===== src/rtl/gps_code_gen_axil.sv =====
// AXI4-Lite slave that generates GPS C/A, P and keyed L spreading codes on request.
// Chip timing comes from the synchronised rising edges of the two GPS chip-rate inputs.
module gps_code_gen_axil #(
    parameter int AW = 32,
    parameter int DW = 32
) (
    input  logic            clk_i,
    input  logic            rst_ni,
    input  logic            gps_clk_fast,
    input  logic            gps_clk_slow,
    input  logic [AW-1:0]   s_awaddr,
    input  logic            s_awvalid,
    output logic            s_awready,
    input  logic [DW-1:0]   s_wdata,
    input  logic [DW/8-1:0] s_wstrb,
    input  logic            s_wvalid,
    output logic            s_wready,
    output logic [1:0]      s_bresp,
    output logic            s_bvalid,
    input  logic            s_bready,
    input  logic [AW-1:0]   s_araddr,
    input  logic            s_arvalid,
    output logic            s_arready,
    output logic [DW-1:0]   s_rdata,
    output logic [1:0]      s_rresp,
    output logic            s_rvalid,
    input  logic            s_rready
);

    typedef enum logic {ST_IDLE, ST_BUSY} state_e;

    localparam logic [3:0] CA_CHIPS = 4'd13;
    localparam logic [7:0] P_CHIPS  = 8'd128;

    state_e       state_q, state_d;

    logic [2:0]   fast_sync_q, slow_sync_q;
    logic         fast_stb, slow_stb;

    logic         rdy_en_q;
    logic         aw_got_q, w_got_q, bvalid_q;
    logic [5:0]   awidx_q;
    logic [31:0]  wdata_q;
    logic [3:0]   wstrb_q;
    logic         rvalid_q;
    logic [31:0]  rdata_q;

    logic         gen_last_q;
    logic [4:0]   prn_q;
    logic [127:0] key_q, key_d;

    logic [10:1]  g1_q, g1_d, g2_q, g2_d;
    logic [12:1]  x1a_q, x1a_d, x2a_q, x2a_d;
    logic [12:0]  ca_q, ca_d;
    logic [127:0] p_q, p_d, l_q, l_d;
    logic [3:0]   ca_cnt_q, ca_cnt_d;
    logic [7:0]   p_cnt_q, p_cnt_d;
    logic         done_q, done_d;

    logic         wr_fire, wr_gen, wr_prn, wr_key, start;
    logic         ca_done, p_done, ca_chip, p_chip;
    logic [7:0]   taps;
    logic [5:0]   rd_idx;
    logic [31:0]  rd_word;
    logic         unused_addr;

    // G2 phase-select tap pairs {ta, tb} for PRN 1..32 (register value 0..31).
    function automatic logic [7:0] ca_taps(input logic [4:0] prn);
        case (prn)
            5'd0:  ca_taps = {4'd2, 4'd6};
            5'd1:  ca_taps = {4'd3, 4'd7};
            5'd2:  ca_taps = {4'd4, 4'd8};
            5'd3:  ca_taps = {4'd5, 4'd9};
            5'd4:  ca_taps = {4'd1, 4'd9};
            5'd5:  ca_taps = {4'd2, 4'd10};
            5'd6:  ca_taps = {4'd1, 4'd8};
            5'd7:  ca_taps = {4'd2, 4'd9};
            5'd8:  ca_taps = {4'd3, 4'd10};
            5'd9:  ca_taps = {4'd2, 4'd3};
            5'd10: ca_taps = {4'd3, 4'd4};
            5'd11: ca_taps = {4'd5, 4'd6};
            5'd12: ca_taps = {4'd6, 4'd7};
            5'd13: ca_taps = {4'd7, 4'd8};
            5'd14: ca_taps = {4'd8, 4'd9};
            5'd15: ca_taps = {4'd9, 4'd10};
            5'd16: ca_taps = {4'd1, 4'd4};
            5'd17: ca_taps = {4'd2, 4'd5};
            5'd18: ca_taps = {4'd3, 4'd6};
            5'd19: ca_taps = {4'd4, 4'd7};
            5'd20: ca_taps = {4'd5, 4'd8};
            5'd21: ca_taps = {4'd6, 4'd9};
            5'd22: ca_taps = {4'd1, 4'd3};
            5'd23: ca_taps = {4'd4, 4'd6};
            5'd24: ca_taps = {4'd5, 4'd7};
            5'd25: ca_taps = {4'd6, 4'd8};
            5'd26: ca_taps = {4'd7, 4'd9};
            5'd27: ca_taps = {4'd8, 4'd10};
            5'd28: ca_taps = {4'd1, 4'd6};
            5'd29: ca_taps = {4'd2, 4'd7};
            5'd30: ca_taps = {4'd3, 4'd8};
            5'd31: ca_taps = {4'd4, 4'd9};
        endcase
    endfunction

    // Word 0 of a 128-bit register is its most significant 32 bits.
    function automatic logic [31:0] word_of(input logic [127:0] v, input logic [1:0] sel);
        case (sel)
            2'd0: word_of = v[127:96];
            2'd1: word_of = v[95:64];
            2'd2: word_of = v[63:32];
            2'd3: word_of = v[31:0];
        endcase
    endfunction

    assign fast_stb = fast_sync_q[1] & ~fast_sync_q[2];
    assign slow_stb = slow_sync_q[1] & ~slow_sync_q[2];

    // rdy_en_q keeps every ready low through reset and the first cycle after it.
    assign s_awready = rdy_en_q & ~bvalid_q & ~aw_got_q;
    assign s_wready  = rdy_en_q & ~bvalid_q & ~w_got_q;
    assign s_bvalid  = bvalid_q;
    assign s_bresp   = 2'b00;
    assign s_arready = rdy_en_q & ~rvalid_q;
    assign s_rvalid  = rvalid_q;
    assign s_rdata   = rdata_q;
    assign s_rresp   = 2'b00;

    assign unused_addr = ^{s_awaddr[AW-1:8], s_awaddr[1:0], s_araddr[AW-1:8], s_araddr[1:0]};

    assign wr_fire = aw_got_q & w_got_q;
    assign wr_gen  = wr_fire && (awidx_q == 6'd0);
    assign wr_prn  = wr_fire && (awidx_q == 6'd2);
    assign wr_key  = wr_fire && (awidx_q[5:2] == 4'd4);
    assign start   = wr_gen && wdata_q[0] && !gen_last_q && (state_q == ST_IDLE);

    assign ca_done = (ca_cnt_q == CA_CHIPS);
    assign p_done  = (p_cnt_q == P_CHIPS);
    assign taps    = ca_taps(prn_q);
    assign ca_chip = g1_q[10] ^ g2_q[taps[7:4]] ^ g2_q[taps[3:0]];
    assign p_chip  = x1a_q[12] ^ x2a_q[12];

    always_comb begin
        key_d = key_q;
        if (wr_key) begin
            for (int b = 0; b < 4; b++) begin
                if (wstrb_q[b]) begin
                    key_d[int'({~awidx_q[1:0], 5'd0}) + b*8 +: 8] = wdata_q[b*8 +: 8];
                end
            end
        end
    end

    always_comb begin
        state_d  = state_q;
        g1_d     = g1_q;
        g2_d     = g2_q;
        x1a_d    = x1a_q;
        x2a_d    = x2a_q;
        ca_d     = ca_q;
        p_d      = p_q;
        l_d      = l_q;
        ca_cnt_d = ca_cnt_q;
        p_cnt_d  = p_cnt_q;
        done_d   = done_q;
        case (state_q)
            ST_IDLE: begin
                if (start) begin
                    state_d  = ST_BUSY;
                    done_d   = 1'b0;
                    ca_d     = '0;
                    p_d      = '0;
                    ca_cnt_d = '0;
                    p_cnt_d  = '0;
                end
            end
            ST_BUSY: begin
                if (ca_done && p_done) begin
                    l_d     = p_q ^ key_q;
                    done_d  = 1'b1;
                    state_d = ST_IDLE;
                end else begin
                    // Both generators may advance in the same cycle.
                    if (slow_stb && !ca_done) begin
                        ca_d     = {ca_q[11:0], ca_chip};
                        g1_d     = {g1_q[9:1], g1_q[3] ^ g1_q[10]};
                        g2_d     = {g2_q[9:1], g2_q[2] ^ g2_q[3] ^ g2_q[6] ^ g2_q[8] ^ g2_q[9] ^ g2_q[10]};
                        ca_cnt_d = ca_cnt_q + 4'd1;
                    end
                    if (fast_stb && !p_done) begin
                        p_d     = {p_q[126:0], p_chip};
                        x1a_d   = {x1a_q[11:1], x1a_q[6] ^ x1a_q[8] ^ x1a_q[11] ^ x1a_q[12]};
                        x2a_d   = {x2a_q[11:1], x2a_q[1] ^ x2a_q[3] ^ x2a_q[4] ^ x2a_q[5] ^ x2a_q[7]
                                              ^ x2a_q[8] ^ x2a_q[9] ^ x2a_q[10] ^ x2a_q[11] ^ x2a_q[12]};
                        p_cnt_d = p_cnt_q + 8'd1;
                    end
                end
            end
            default: state_d = ST_IDLE;
        endcase
    end

    assign rd_idx = s_araddr[7:2];

    always_comb begin
        rd_word = '0;
        case (rd_idx)
            6'd1: rd_word = {31'd0, done_q};
            6'd2: rd_word = {27'd0, prn_q};
            6'd4: rd_word = {19'd0, ca_q};
            default: begin
                case (rd_idx[5:2])
                    4'd2: rd_word = word_of(p_q, rd_idx[1:0]);
                    4'd3: rd_word = word_of(l_q, rd_idx[1:0]);
                    4'd4: rd_word = word_of(key_q, rd_idx[1:0]);
                    default: rd_word = '0;
                endcase
            end
        endcase
    end

    always_ff @(posedge clk_i or negedge rst_ni) begin
        if (!rst_ni) begin
            fast_sync_q <= '0;
            slow_sync_q <= '0;
            rdy_en_q    <= 1'b0;
            aw_got_q    <= 1'b0;
            w_got_q     <= 1'b0;
            bvalid_q    <= 1'b0;
            awidx_q     <= '0;
            wdata_q     <= '0;
            wstrb_q     <= '0;
            rvalid_q    <= 1'b0;
            rdata_q     <= '0;
            gen_last_q  <= 1'b0;
            prn_q       <= '0;
        end else begin
            fast_sync_q <= {fast_sync_q[1:0], gps_clk_fast};
            slow_sync_q <= {slow_sync_q[1:0], gps_clk_slow};
            rdy_en_q    <= 1'b1;
            if (s_awvalid && s_awready) begin
                aw_got_q <= 1'b1;
                awidx_q  <= s_awaddr[7:2];
            end
            if (s_wvalid && s_wready) begin
                w_got_q <= 1'b1;
                wdata_q <= s_wdata;
                wstrb_q <= s_wstrb;
            end
            if (wr_fire) begin
                aw_got_q <= 1'b0;
                w_got_q  <= 1'b0;
                bvalid_q <= 1'b1;
            end else if (bvalid_q && s_bready) begin
                bvalid_q <= 1'b0;
            end
            if (wr_gen) gen_last_q <= wdata_q[0];
            if (wr_prn && wstrb_q[0]) prn_q <= wdata_q[4:0];
            if (s_arvalid && s_arready) begin
                rvalid_q <= 1'b1;
                rdata_q  <= rd_word;
            end else if (rvalid_q && s_rready) begin
                rvalid_q <= 1'b0;
            end
        end
    end

    always_ff @(posedge clk_i or negedge rst_ni) begin
        if (!rst_ni) begin
            state_q  <= ST_IDLE;
            key_q    <= '0;
            g1_q     <= '1;
            g2_q     <= '1;
            x1a_q    <= 12'b001001001000;
            x2a_q    <= 12'b100100100101;
            ca_q     <= '0;
            p_q      <= '0;
            l_q      <= '0;
            ca_cnt_q <= '0;
            p_cnt_q  <= '0;
            done_q   <= 1'b0;
        end else begin
            state_q  <= state_d;
            key_q    <= key_d;
            g1_q     <= g1_d;
            g2_q     <= g2_d;
            x1a_q    <= x1a_d;
            x2a_q    <= x2a_d;
            ca_q     <= ca_d;
            p_q      <= p_d;
            l_q      <= l_d;
            ca_cnt_q <= ca_cnt_d;
            p_cnt_q  <= p_cnt_d;
            done_q   <= done_d;
        end
    end

endmodule


===== config.mk =====
export PLATFORM = sky130hd
export DESIGN_NAME = gps_code_gen_axil
export DESIGN_NICKNAME = d
export VERILOG_FILES = /design/src/rtl/gps_code_gen_axil.sv
export SDC_FILE = /design/constraint.sdc
export NUM_CORES = 1
export LEC_CHECK = 0
export BUFFER_PORTS_ARGS = -buffer_cell sky130_fd_sc_hd__buf_2
export CAP_MARGIN = 20
export CORE_ASPECT_RATIO = 0.8
export CORE_MARGIN = 2
export CORE_UTILIZATION = 65
export CTS_CLUSTER_SIZE = 25
export DETAILED_ROUTE_END_ITERATION = 16
export PLACE_DENSITY_LB_ADDON = 0.08
export SLEW_MARGIN = 20
export SYNTH_ARGS = -nofsm -noshare
export SYNTH_HDL_FRONTEND = slang
export SYNTH_SLANG_ARGS = --single-unit

===== constraint.sdc =====
create_clock -name clk_i -period 6.15 [get_ports clk_i]
set_input_delay 0.9225 -clock clk_i [delete_from_list [all_inputs] [get_ports clk_i]]
set_output_delay 0.9225 -clock clk_i [all_outputs]
set_load 0.01 [all_outputs]

Word-level counts from Yosys, hierarchy flattened
Memories as Yosys holds them, arrays and structs flattened.
Cells that the tools add are included.

word-level totals
  input bits = 109
  logic and storage cells = 181
  output and inout port bits = 41
  register bits after elaboration = 546
  memories = 1
  memory bits (read-only) = 256

cells by class
  bitwise gates (word level) = 38
  shift-type cells = 8
  $add $sub $neg = 9
  reductions and logical operators = 30
  order comparisons = 2
  muxes and demuxes = 50
  eq/ne operators = 18

memories
  name             words  bits a word  read ports  clocked after Yosys merged registers in  write ports  line  source
  (no name shown)  32     8            1           0                                        0            69    case (prn)

operators by type and width
  cell                                                    number
  2-to-1 mux 128 bit                                      10
  bitwise mux 128 bit                                     4
  variable shift 8 x 33 -> 128 bit, first input constant  4
  variable part select 8 x 33 -> 128 bit                  4
  case mux 32 bit (4 select lines)                        3
  case mux 128 bit (2 select lines)                       1
  case mux 32 bit (3 select lines)                        2
  bitwise XOR 128 bit                                     1
  negator 8 -> 33 bit                                     3
  2-to-1 mux 13 bit                                       3
  negator 7 -> 33 bit                                     1
  case mux 13 bit (2 select lines)                        1
  2-to-1 mux 8 bit                                        3
  bitwise XOR 1 bit                                       21
  adder 7 x 5 -> 8 bit, second input constant             2
  case mux 8 bit (2 select lines)                         1
  logical AND 1 bit                                       15
  2-to-1 mux 1 bit                                        14
  == test 6 x 2 -> 1 bit, second input constant           2
  2-to-1 mux 4 bit                                        3
  AND reduction 3 bit                                     4
  < comparator 4 x 5 -> 1 bit, second input constant      2
  adder 7 x 4 -> 8 bit, second input constant             1
  adder 8 x 1 -> 8 bit, second input constant             1
  22 further kinds                                        49

Logic depth before layout (Yosys ltp)
  word-level depth = 14
  mapped depth = 12
  gate-level depth less buffers = 10

Worst setup path before layout
OpenSTA, ideal clock, no wires.

  path type = register -> register
  from = register prn_q[1]
  to = register ca_q[0]
  slack = 3.237 ns
  setup time = 0.092 ns
  required time = 6.058 ns
  buffers on the path = 1
  data arrival time = 2.821 ns
  stages on the path, launching flop included = 12
  period minus slack after synthesis = 2.913 ns
  path through = dfrtp_1 > buf_4 > inv_2 > ha_1 > o21ai_1 > a221oi_2 > a311oi_4 > mux2_1 > a32o_2 > mux2i_1 > o31a_1 > o31ai_2

between the ends
  cells in the longest elaborated chain, start to end = 8
  elaborated cells between the ends (all ways) = 10
  classes of those cells = mux: 7; bitwise: 2; memory: 1

ends and longest elaborated chain
  element                                 line  source
  start: declaration                      49    logic [4:0] prn_q;
  start signal: assignment                257   if (wr_prn && wstrb_q[0]) prn_q <= wdata_q[4:0];
  memory (32 x 8 bit) (*)                 --
  binary-select mux 1 bit (select 4 bit)  139   assign ca_chip = g1_q[10] ^ g2_q[taps[7:4]] ^ g2_q[taps[3:0]];
  2-to-1 mux 1 bit (implied by the code)  139
  bitwise XOR 1 bit                       139
  bitwise XOR 1 bit (*)                   139
  2-to-1 mux 13 bit (*)                   183   if (slow_stb && !ca_done) begin
  2-to-1 mux 13 bit (*)                   177   if (ca_done && p_done) begin
  case mux 13 bit (2 select lines) (*)    165   case (state_q)
  end signal: assignment                  275   ca_q <= '0;
  end signal: assignment                  288   ca_q <= ca_d;
  end: declaration                        54    logic [12:0] ca_q, ca_d;

Mark *: on every way between the ends. The rest lies on a longest branch, timed or not. The select of a mux whose other input is x is not followed.
A chain may end at the register's enable or synchronous reset.

Final worst setup path
Ends and elaborated chain as after synthesis.

==> impl_metrics.env <==
export IMPL_status="complete, no violations"
export IMPL_crit_chain="inv_2 > ha_1 > o21ai_1 > a221oi_2 > a311oi_4 > mux2_1 > a32o_2 > mux2i_1 > nor4_1 > o31ai_2"
export IMPL_hold_class="in2async"
export IMPL_gp_congestion=0.876
export IMPL_io_buffers=93
export IMPL_worstPathArrival_ns=3.99
export IMPL_fin_setup_tns_ns=0
export IMPL_syn_area_per_cell_sq_um=9.18
export IMPL_max_freq_mhz=285
export IMPL_max_stage_delay_ns=0.74
export IMPL_cts_sinks=546
export IMPL_firstDrtPassIters=6
export IMPL_relSlewSlack_pct=24.3
export IMPL_cts_resized=0
export IMPL_layout_common_cells="925 x nand2_1, 518 x dfrtp_1, 300 x o21ai_0"
export IMPL_final_common_cell="nand2_1"
export IMPL_min_period_ns=3.51
export IMPL_async_reset_ff_share_pct=100
export IMPL_fp_row_count=65
export IMPL_yosys_warnings=0
export IMPL_setup_violations=0
export IMPL_fin_crit_sh_pct=57.0
export IMPL_drive_above_1_share_pct=13.3
export IMPL_use_met1_pct=47.2
export IMPL_netlist_instances=2855
export IMPL_postCtsSetupRepairBufs=0
export IMPL_clock_path_buffers=3
export IMPL_gr_usage_met3_pct=6.48
export IMPL_whs_ns=0.275
export IMPL_pin_count=150
export IMPL_grt_pass1_wl_um=111000
export IMPL_die_area_sq_um=41900
export IMPL_rsz0062_at_grt="no"
export IMPL_ant_nets=0
export IMPL_nets=2967
export IMPL_vdd_drop_max_v=0.000273
export IMPL_grt_most_used_layer="met2"
export IMPL_cts_tree="done"
export IMPL_vias=20900
export IMPL_dp_hpwl_um=42700
export IMPL_synth_ff_type="dfrtp_1"
export IMPL_maxSlewViolCount=0
export IMPL_max_cap_violations=0
export IMPL_start_util_pct=66.2
export IMPL_cts_hold_buf=0
export IMPL_critical_path_required_ns=6.63
export IMPL_die_w_um=228
export IMPL_crit_path_max_fanout=17
export IMPL_grt_usage_pct=33.5
export IMPL_p_leak_uw=0.0128
export IMPL_cts_root_buffer_cell="clkbuf_16"
export IMPL_grt_max_degree=177
export IMPL_grtUsageMet2_pct=53.0
export IMPL_synth_area_sq_um=26200
export IMPL_start_kind="flop"
export IMPL_grt_pass1_vias=20500
export IMPL_path_class="reg2reg"
export IMPL_hold_violations=0
export IMPL_worstSetupEndpointType="flop"
export IMPL_antenna_found_initial=4
export IMPL_clk_latency_ns=0.61
export IMPL_synth_seq_cells=546
export IMPL_vias_per_cell=6.12
export IMPL_ys_seq_area_share_pct=52.3
export IMPL_power_density_nw_per_um2=312
export IMPL_post_route_drc_count=0
export IMPL_drt_total_wl_um=69100
export IMPL_grt_overflow_total=0
export IMPL_htree_num_levels=2
export IMPL_fin_skew_ns=0.0177
export IMPL_core_area_sq_um=39600
export IMPL_dr_first_iter_drc_count=2358
export IMPL_worst_path_max_delay_cell="dfrtp_1"
export IMPL_synth_edf_count=0
export IMPL_post_drt_wl_per_cell_um=20.2
export IMPL_die_h_um=184
export IMPL_synth_cell_type_count=73
export IMPL_syn_to_final_growth_pct=9.87
export IMPL_path_clk_slew_ns=0.06
export IMPL_cts_buffers=52
export IMPL_worst_pin_slew_ns=1.13
[Yosys cell counts (all sizes together), types with 30 or more instances]
master | count | area (sq um)
a21oi | 77 | 385
a221oi | 30 | 275
a22oi | 60 | 450
buf | 31 | 181
clkbuf | 171 | 642
dfrtp | 518 | 13000
inv | 34 | 128
mux2 | 99 | 1110
nand2 | 926 | 3480
nand3 | 162 | 811
nor2 | 31 | 116
o21ai | 321 | 1610
xnor2 | 148 | 1300
[worst max-delay path, delay by kind of cell (launching register included)]
kind	cells	cell delay, ns
buffers and inverters	1	0.20
and+or+nand+nor	1	0.43
AOI/OAI and AO/OA	5	1.12
DFF	1	0.74
muxes	2	0.50
adders and majority gates	1	0.38
[sequential cells by signal, indices dropped and copies added, names as in the netlist, 5 cells and up]
| name | cells |
|---|---|
| awidx_q | 6 |
| ca_q | 13 |
| g1_q | 10 |
| g2_q | 10 |
| key_q | 128 |
| l_q | 128 |
| p_cnt_q | 8 |
| p_q | 128 |
| prn_q | 5 |
| s_rdata | 32 |
| wdata_q | 32 |
| x1a_q | 12 |
| x2a_q | 12 |
[worst paths after layout]
kind | start | to | slack (ns) | depth (start not counted)
max | prn_q[1]$_DFFE_PN0P_ | ca_q[0]$_DFFE_PN0P_ | 2.64 | 10
min | rst_ni | ca_cnt_q[0]$_DFFE_PN0P_ | 0.27 | 1
max reg2reg | prn_q[1]$_DFFE_PN0P_ | ca_q[0]$_DFFE_PN0P_ | 2.64 | 10
min reg2reg | fast_sync_q[0]$_DFF_PN0_ | fast_sync_q[1]$_DFF_PN0_ | 0.35 | 0
max in group asynchronous | rst_ni | wdata_q[31]$_DFFE_PN0P_ | 4.42 | 2
min in group clk_i | fast_sync_q[0]$_DFF_PN0_ | fast_sync_q[1]$_DFF_PN0_ | 0.35 | 0
[through the flow]
step	setup slack, ns	instance area, sq um	power, uW	utilization [%]	cells
after global routing	2.42	28800	9340	72.7	3420
after detailed placement	2.44	27000	5600	68.1	3321
after global placement	2.50	26900	5530	68.0	3321
final	2.64	28800	8990	72.7	3423
after CTS	2.69	28800	8990	72.6	3418
after floorplan	3.24	26200	5010	-	2858
[final cells by class]
type	instances	area, sq um
antenna	5	12.5
clock buffer	75	1530
clock inverter	22	290
fill	2914	10800
inverter	35	131
multi-input combinational	2075	11600
sequential	546	13700
tap	536	671
timing repair buffer	129	813
[report_power, final]
| part | internal, uW | switching (uW) | leakage (uW) |
|---|---|---|---|
| combinational | 495 | 871 | 0.00448 |
| clock | 2020 | 1400 | 0.000905 |
| sequential | 3820 | 384 | 0.00740 |
| total | 6340 | 2650 | 0.0128 |
[routing by layer]
layer	vias to the layer above	part of all wire (%)
met5	-	0
met4	0	2.6
met3	130	8.0
met2	846	46
met1	10300	43
li1	9623	-
[cell families (layout without fill, tap and decap cells)]
kind of cell               Yosys count  count (layout)  share of synthesized area, %
other                                2              10                        0.0287
buffers and inverters              237             261                          3.64
DFF                                546             546                          52.3
AOI/OAI and AO/OA                  583             583                          13.6
muxes                              118             118                          5.60
adders and majority gates           19              19                         0.907
xor gates and xnor gates           157             157                          5.25
and+or+nand+nor                   1193            1193                          18.7
No activity file was read; power rests on OpenSTA's default activity.
